===== src/rtl/perf_monitor_mc.sv =====
// perf_monitor_mc: multi-channel event-duty monitor with windowed percentages, sticky alarms and saturating counters
module perf_monitor_mc #(
  parameter int NUM_CH     = 4,
  parameter int CNT_W      = 32,
  parameter int WINDOW_LEN = 1024
) (
  input  logic                    clk,
  input  logic                    reset,
  input  logic                    count_en,
  input  logic                    clear,
  input  logic [NUM_CH-1:0]       event_active,
  input  logic [7:0]              threshold_pct,
  output logic [CNT_W-1:0]        total_cycle_count,
  output logic [NUM_CH*CNT_W-1:0] event_cycle_count,
  output logic [NUM_CH*8-1:0]     window_pct,
  output logic                    pct_valid,
  output logic [NUM_CH-1:0]       alarm,
  output logic                    busy
);
  localparam int DW   = $clog2(WINDOW_LEN*100+1);
  localparam int WC_W = $clog2(WINDOW_LEN+1);
  localparam int CH_W = NUM_CH > 1 ? $clog2(NUM_CH) : 1;
  localparam int SC_W = $clog2(DW+1);

  if (NUM_CH < 1 || NUM_CH > 16) begin : g_bad_ch
    $error("perf_monitor_mc: NUM_CH must be 1..16");
  end
  if (WINDOW_LEN < NUM_CH*(DW+2)+2) begin : g_bad_window
    $error("perf_monitor_mc: WINDOW_LEN too short for the shared divider");
  end

  typedef enum logic [2:0] {IDLE, LOAD, SHIFT, STORE, DONE} state_t;

  state_t           state_q;
  logic [CNT_W-1:0] total_q;
  logic [CNT_W-1:0] cum_q     [NUM_CH];
  logic [WC_W-1:0]  win_cnt_q [NUM_CH];
  logic [WC_W-1:0]  snap_q    [NUM_CH];
  logic [7:0]       shadow_q  [NUM_CH];
  logic [7:0]       pct_q     [NUM_CH];
  logic [WC_W-1:0]  win_pos_q;
  logic [NUM_CH-1:0] alarm_q;
  logic             valid_q;
  logic [CH_W-1:0]  ch_q;
  logic [SC_W-1:0]  sc_q;
  logic [DW-1:0]    dvd_q;
  logic [7:0]       quo_q;
  logic [WC_W-1:0]  rem_q;
  logic [WC_W:0]    r2;
  logic             ge;
  logic             win_close;

  assign win_close = count_en && win_pos_q == WC_W'(WINDOW_LEN-1);
  assign r2        = {rem_q, dvd_q[DW-1]};
  assign ge        = r2 >= (WC_W+1)'(WINDOW_LEN);

  // Free-running cycle/event accounting; the window snapshot includes the closing cycle
  always_ff @(posedge clk or posedge reset)
    if (reset) begin
      total_q   <= '0;
      win_pos_q <= '0;
      for (int i = 0; i < NUM_CH; i++) begin
        cum_q[i]     <= '0;
        win_cnt_q[i] <= '0;
        snap_q[i]    <= '0;
      end
    end else if (clear) begin
      total_q   <= '0;
      win_pos_q <= '0;
      for (int i = 0; i < NUM_CH; i++) begin
        cum_q[i]     <= '0;
        win_cnt_q[i] <= '0;
        snap_q[i]    <= '0;
      end
    end else if (count_en) begin
      total_q   <= total_q + CNT_W'(total_q != '1);
      win_pos_q <= win_close ? '0 : win_pos_q + WC_W'(1);
      for (int i = 0; i < NUM_CH; i++) begin
        cum_q[i]     <= cum_q[i] + CNT_W'(event_active[i] && cum_q[i] != '1);
        win_cnt_q[i] <= win_close ? '0 : win_cnt_q[i] + WC_W'(event_active[i]);
        if (win_close) snap_q[i] <= win_cnt_q[i] + WC_W'(event_active[i]);
      end
    end

  // Shared restoring divider walks the channels, then publishes all results and alarms together
  always_ff @(posedge clk or posedge reset)
    if (reset) begin
      state_q <= IDLE;
      ch_q    <= '0;
      sc_q    <= '0;
      dvd_q   <= '0;
      quo_q   <= '0;
      rem_q   <= '0;
      valid_q <= 1'b0;
      alarm_q <= '0;
      for (int i = 0; i < NUM_CH; i++) begin
        shadow_q[i] <= '0;
        pct_q[i]    <= '0;
      end
    end else if (clear) begin
      state_q <= IDLE;
      ch_q    <= '0;
      sc_q    <= '0;
      dvd_q   <= '0;
      quo_q   <= '0;
      rem_q   <= '0;
      valid_q <= 1'b0;
      alarm_q <= '0;
      for (int i = 0; i < NUM_CH; i++) begin
        shadow_q[i] <= '0;
        pct_q[i]    <= '0;
      end
    end else begin
      valid_q <= 1'b0;
      case (state_q)
        IDLE: if (win_close) begin
          state_q <= LOAD;
          ch_q    <= '0;
        end
        LOAD: begin
          dvd_q   <= DW'(snap_q[ch_q]) * DW'(100);
          rem_q   <= '0;
          quo_q   <= '0;
          sc_q    <= '0;
          state_q <= SHIFT;
        end
        SHIFT: begin
          dvd_q <= dvd_q << 1;
          rem_q <= ge ? WC_W'(r2 - (WC_W+1)'(WINDOW_LEN)) : r2[WC_W-1:0];
          quo_q <= {quo_q[6:0], ge};
          sc_q  <= sc_q + SC_W'(1);
          if (sc_q == SC_W'(DW-1)) state_q <= STORE;
        end
        STORE: begin
          shadow_q[ch_q] <= quo_q;
          if (ch_q == CH_W'(NUM_CH-1)) state_q <= DONE;
          else begin
            ch_q    <= ch_q + CH_W'(1);
            state_q <= LOAD;
          end
        end
        DONE: begin
          for (int i = 0; i < NUM_CH; i++) begin
            pct_q[i] <= shadow_q[i];
            if (shadow_q[i] >= threshold_pct) alarm_q[i] <= 1'b1;
          end
          valid_q <= 1'b1;
          state_q <= IDLE;
        end
        default: state_q <= IDLE;
      endcase
    end

  for (genvar c = 0; c < NUM_CH; c++) begin : g_out
    assign event_cycle_count[c*CNT_W +: CNT_W] = cum_q[c];
    assign window_pct[c*8 +: 8]                = pct_q[c];
  end

  assign total_cycle_count = total_q;
  assign pct_valid         = valid_q;
  assign alarm             = alarm_q;
  assign busy              = state_q != IDLE;
endmodule

===== config.mk =====
export PLATFORM = sky130hd
export DESIGN_NAME = perf_monitor_mc
export DESIGN_NICKNAME = d
export VERILOG_FILES = /design/src/rtl/perf_monitor_mc.sv
export SDC_FILE = /design/constraint.sdc
export NUM_CORES = 1
export LEC_CHECK = 0
export ABC_AREA = 0
export CELL_PAD_IN_SITES_DETAIL_PLACEMENT = 2
export CELL_PAD_IN_SITES_GLOBAL_PLACEMENT = 2
export CORE_UTILIZATION = 33
export CTS_CLUSTER_DIAMETER = 100
export DETAILED_ROUTE_END_ITERATION = 10
export PLACE_DENSITY_LB_ADDON = 0.1
export SLEW_MARGIN = 10
export SYNTH_ARGS = -nofsm -noshare
export SYNTH_HDL_FRONTEND = slang
export SYNTH_SLANG_ARGS = --single-unit

===== constraint.sdc =====
create_clock -name clk -period 14.15 [get_ports clk]
set_input_delay 4.245 -clock clk [delete_from_list [all_inputs] [get_ports clk]]
set_output_delay 4.245 -clock clk [all_outputs]
set_load 0.01 [all_outputs]

**Yosys cells after proc, flatten, opt, wreduce, memory -nomap -nowiden**

Cells that the tools add are included.

- Bits in registers: 374
- Bits of input ports: 16
- Output and inout bits: 198
- Logic and storage cells: 150

- $add $sub $neg: 13
- Multipliers: 1
- $lt $le $gt $ge: 7
- Equality and inequality tests: 15
- Multiplexer cells: 55
- Bitwise logic cells: 1
- Reduce and logical (&&, ||, !) cells: 25

Operator list:

| kind | number |
|---|---|
| 2-to-1 mux 128 bit | 2 |
| 2-to-1 mux 32 bit | 6 |
| 2-to-1 mux 44 bit | 4 |
| 2-to-1 mux 11 bit | 15 |
| adder 32 x 1 -> 32 bit | 5 |
| inequality test 32 bit (second input constant) | 5 |
| adder 11 x 1 -> 11 bit | 4 |
| one-hot mux 17 bit (2 select lines) | 1 |
| bitwise mux 32 bit | 1 |
| greater-or-equal comparator 8 bit | 4 |
| binary-select mux 11 bit (select 2 bit) | 1 |
| one-hot mux 11 bit (2 select lines) | 1 |
| 2-to-1 mux 17 bit | 1 |
| demux 8 bit (select 2 bit) | 1 |
| 2-to-1 mux 8 bit | 2 |
| one-hot mux 8 bit (2 select lines) | 1 |
| nonzero test 2 bit | 8 |
| multiplier 11 x 5 -> 15 bit (second input constant) | 1 |
| greater-or-equal comparator 12 x 11 -> 1 bit (second input constant) | 1 |
| 2-to-1 mux 3 bit | 4 |
| one-hot mux 3 bit (4 select lines) | 1 |
| AND reduction 2 bit | 6 |
| adder 11 x 1 -> 11 bit (second input constant) | 1 |
| == test 11 x 10 -> 1 bit (second input constant) | 1 |
| other kinds (22) | 40 |

**Longest topological paths before layout**

- Word-level depth: 8
- Gate-level depth with buffers: 13
- Gate-level depth less buffers: 12

**Worst setup path after synthesis**

OpenSTA, ideal clock, no wires.

- Path type: input to register
- Start: input event_active[1]
- End: register cum_q, in the netlist event_cycle_count[58]
- Setup time: 0.132 ns
- Data arrival time: 6.027 ns
- Data required time: 14.018 ns
- Setup slack: 7.991 ns
- Stages: 9
- Path buffers: 1
- Cell sequence: a21boi_0 -> ha_1 -> ha_1 -> nand3_1 -> or4_4 -> buf_6 -> nor4_2 -> xnor2_1 -> nor2_1

- Longest elaborated chain between the ends: 4

Ends and longest elaborated chain:

| what | RTL line | text |
|---|---|---|
| from (decl) | 11 | `input logic [NUM_CH-1:0] event_active,` |
| logical AND 1 bit | 79 | `cum_q[i] <= cum_q[i] + CNT_W'(event_active[i] && cum_q[i] != '1);` |
| adder 32 x 1 -> 32 bit | 79 |  |
| 2-to-1 mux 128 bit | 75 | `end else if (count_en) begin` |
| 2-to-1 mux 128 bit | 67 | `end else if (clear) begin` |
| to (signal, indexed assignment) | 79 |  |
| to (decl) | 36 | `logic [CNT_W-1:0] cum_q [NUM_CH];` |

No other way between the ends. The select of a mux whose other input is x is not followed.
A chain may end at the register's enable or synchronous reset.

**Worst setup path in the final report**

- Start: input clear
- End: register cum_q, in the netlist event_cycle_count[95]

- Longest elaborated chain between the ends: 1
- Elaborated cells between the ends (all ways): 2
- Those cells by class: 1 x mux; 1 x reduce/logical

Ends and longest elaborated chain:

| what | RTL line | text |
|---|---|---|
| from (decl) | 10 | `input logic clear,` |
| 2-to-1 mux 128 bit / nonzero test 2 bit (equally long branches) | -- |  |

Parallel ways exist; a longest one is shown, timed or not.

==> results.yml <==
outcome:
  status: "completed"
critical_path:
  r2r_end: "dvd_q[16]"
  end_kind: "register"
  arrival_ns: 8.04
  crit_chain: "buf_8 > buf_12 > buf_4 > nor2_2 > nor3_2 > nand3_1 > or4_1 > nand2_1"
  reg2reg_slack_ns: 9.68
  crit_type: "primary input to register"
  rr_startpoint: "ch_q[0]"
  slowest_delay_ns: 0.91
  slowest_stage: "nor3_2"
  worst-path-max-fanout: 119
  cp.required_ns: 14.66
  r2r_cells: 12
  critPathLaunchType: "primary input"
timing:
  hold_viol_final: 0
  worst_pin_slew_ns: 1.12
  setup_viol: 0
  post-route-period-util_pct: 53.2
  max_freq_ghz: 0.133
  period_needed_ns: 7.53
  clock_skew_ns: 0.00897
  tns_ns: 0
  maxSlewHeadroom_pct: 24.9
  slew_viol_final: 0
  rsz0062_at_grt: "false"
layout:
  drive_gt1_share_pct: 7.01
  antennaDiodeCount: 0
  nNetsFinal: 2263
  multi_input_area_um2: 9570
  synthToLayoutAreaGrowth_pct: 22.4
  nFillCells: 6146
  seq_area_um2: 9310
routing:
  vias: 15761
  totalWireLength_mm: 60.6
  via_per_inst: 5.35
  first_pass_iters: 4
  drc: 0
  drt_iter0_drc: 467
  wl_per_cell_um: 20.6
  ant_nets: 0
floorplanning:
  io_pins: 214
  rows: 88
  placeableCoreArea_um2: 58000
  start_util_pct: 33.6
  die_area_um2: 60000
  dieHeight_um: 245
  die_x_um: 245
cts:
  cts_buffers: 46
  clock_tree.root_cell: "clkbuf_16"
  clk_latency_ns: 0.57
  post_cts_buffers: 0
  cts_resized: 0
  cts_max_path_buffers: 3
  clkTransAtPathRegs_ns: 0.06
  cts_max_level: 2
  cts_sinks: 372
  cts_tree: "done"
  hold_buffers: 0
logic_synthesis:
  ys_ff_latch: 372
  yosysSeqAreaShare_pct: 47.8
  synthDominantCellAreaShare_pct: 47.8
  synth_edf_count: 0
  syn_area_um2: 19500
  synth_top_cell_by_area: "dfrtp_1"
  synth_area_per_cell_um2: 9.89
  synthDistinctLibCells: 71
  synth_ff_type: "dfrtp_1"
  synthTopCellsByArea: "dfrtp_1, ha_1, xor2_1"
  synth_fp_nets: 2085
  synthCells: 1971
  async_flop_share_pct: 100
  ys_warn_count: 0
hold_path:
  hold_start: "window_pct[12]"
  hold-path-cell-count: 1
  min_path_type: "register to register"
  hold_end: "window_pct[12]"
placed_design:
  io_buffers: 213
  hpwlAfterDp_mm: 41.7
  place_congestion: 0.745
global_routing:
  antenna_found_initial: 1
  grt-ovfl-total: 0
  grt_max_degree: 120
  grt_usage_pct: 20.5
  grt_pass1_vias: 17443
  grt_pass1_wl_mm: 99.1
pwr:
  p_sw_share_pct: 24.3
  clock_power_share_pct: 49.8
  p_leak_nw: 10.3
  p_switching_mw: 0.581
  cellPowerDensity_nw_per_um2: 100
  comb_power_share_pct: 5.0
  vdd_drop_max_uv: 70.5
  intPower_mw: 1.81
  finalPower_mw: 2.39
  pwr-share-seq_pct: 45.3
job:
  cap_violations: 0
power groups by stage:
stage | logic [mW] | clock network [mW] | registers (mW)
detailed placement | 0.122 | 0 | 1.10
finish | 0.119 | 1.19 | 1.08
global route | 0.135 | 1.27 | 1.08
global placement | 0.120 | 0 | 1.10
CTS | 0.123 | 1.23 | 1.08
floorplan | 0.0764 | 0 | 1.10
Yosys cell counts, types with 7 or more instances:
| master | instances |
|---|---|
| clkbuf_1 | 75 |
| mux4_2 | 11 |
| nor2_1 | 245 |
| mux2i_1 | 17 |
| inv_1 | 51 |
| xnor2_1 | 65 |
| a211oi_2 | 7 |
| nand3_1 | 83 |
| dfrtp_1 | 372 |
| and2_1 | 9 |
| a22oi_1 | 16 |
| a22o_1 | 57 |
| buf_1 | 7 |
| mux2_2 | 7 |
| ha_1 | 92 |
| nand2_1 | 211 |
| nor4_1 | 14 |
| a21oi_1 | 81 |
| nor3_1 | 31 |
| o21ai_0 | 68 |
| xor2_1 | 118 |
| buf_2 | 17 |
| nand4_1 | 65 |
| a211oi_1 | 35 |
| and3_1 | 46 |
| a21o_1 | 12 |
| or3_1 | 12 |
| a31oi_1 | 11 |
| and4_1 | 21 |
| nor2b_1 | 13 |
worst max-delay path: cells and delay by family:
kind | cells | cell delay, ns
AND/OR/NAND/NOR | 5 | 1.82
buffers and inverters | 3 | 1.58
sequential cells by signal (all words and copies together) (netlist names):
signal and count:
win_pos_q 11, pct_valid 1, snap_q 44, state_q 3, dvd_q 15, total_cycle_count 32
ch_q 2, window_pct 32, rem_q 11, sc_q 5, event_cycle_count 128, quo_q 8
shadow_q 32, alarm 4, win_cnt_q 44
per-stage QoR:
| stage | instance area, um2 | instances | worst slack, ns | hold slack (ns) | utilization, % |
|---|---|---|---|---|---|
| after floorplan | 19500 | 1971 | 4.91 | 0.450 | - |
| after global placement | 22300 | 2866 | 6.07 | 0.463 | 38.5 |
| after detailed placement | 22300 | 2866 | 6.05 | 0.490 | 38.5 |
| after CTS | 23800 | 2947 | 6.66 | 0.508 | 41.1 |
| after global routing | 23800 | 2947 | 6.42 | 0.516 | 41.1 |
| final | 23800 | 2947 | 6.62 | 0.501 | 41.1 |
worst max-delay path by stage:
stage	end	slack, ns	from	cells past startpoint
floorplan	alarm[0]	4.91	reset	1
global placement	event_cycle_count[95]	6.07	clear	8
detailed placement	event_cycle_count[95]	6.05	clear	8
CTS	event_cycle_count[95]	6.66	clear	8
global route	event_cycle_count[95]	6.42	clear	8
finish	event_cycle_count[95]	6.62	clear	8
area by class of cell:
type	count	share of cell area [%]
multi-input combinational	1444	40.2
inverter	51	0.819
clock inverter	14	0.546
clock buffer	67	5.75
timing repair buffer	234	9.66
tap	765	4.02
sequential	372	39.0
per-layer routing:
metal / vias up / part of all wire (%) / track usage [%]
met4: 2 / 2.5 / 6.05
met5: - / 0.021 / 0
met3: 87 / 3.3 / 3.31
met1: 8156 / 45 / 26.8
met2: 202 / 49 / 34.8
li1: 7314 / - / -
layout by cell type, fill, tap and decap left out, types with 9 or more instances in the layout:
cell type	count
o21ai_0	68
nand4_1	65
mux2i_1	17
buf_4	20
and4_1	21
a211oi_1	35
a21oi_1	80
a21o_1	12
xnor2_1	65
xor2_1	118
nand3_1	83
clkbuf_8	12
dfrtp_1	372
inv_1	50
a22oi_1	16
mux4_2	11
ha_1	92
clkdlybuf4s50_1	211
nor3_1	30
clkbuf_16	47
nand2_1	211
a31oi_1	11
nor2b_1	13
clkinv_2	9
or3_1	12
and3_1	46
nor2_1	244
a22o_1	57
nor4_1	14
cell families (layout without fill, tap and decap cells):
logic type	Yosys count	after routing	synth area share (%)
and+or+nand+nor	791	791	19.9
DFF	372	372	47.8
AOI/OAI and AO/OA	337	337	11.8
xor gates and xnor gates	183	183	8.23
buffers and inverters	155	366	3.21
adders and majority gates	98	98	6.52
muxes	35	35	2.55
(Power assumes the default switching activity.)
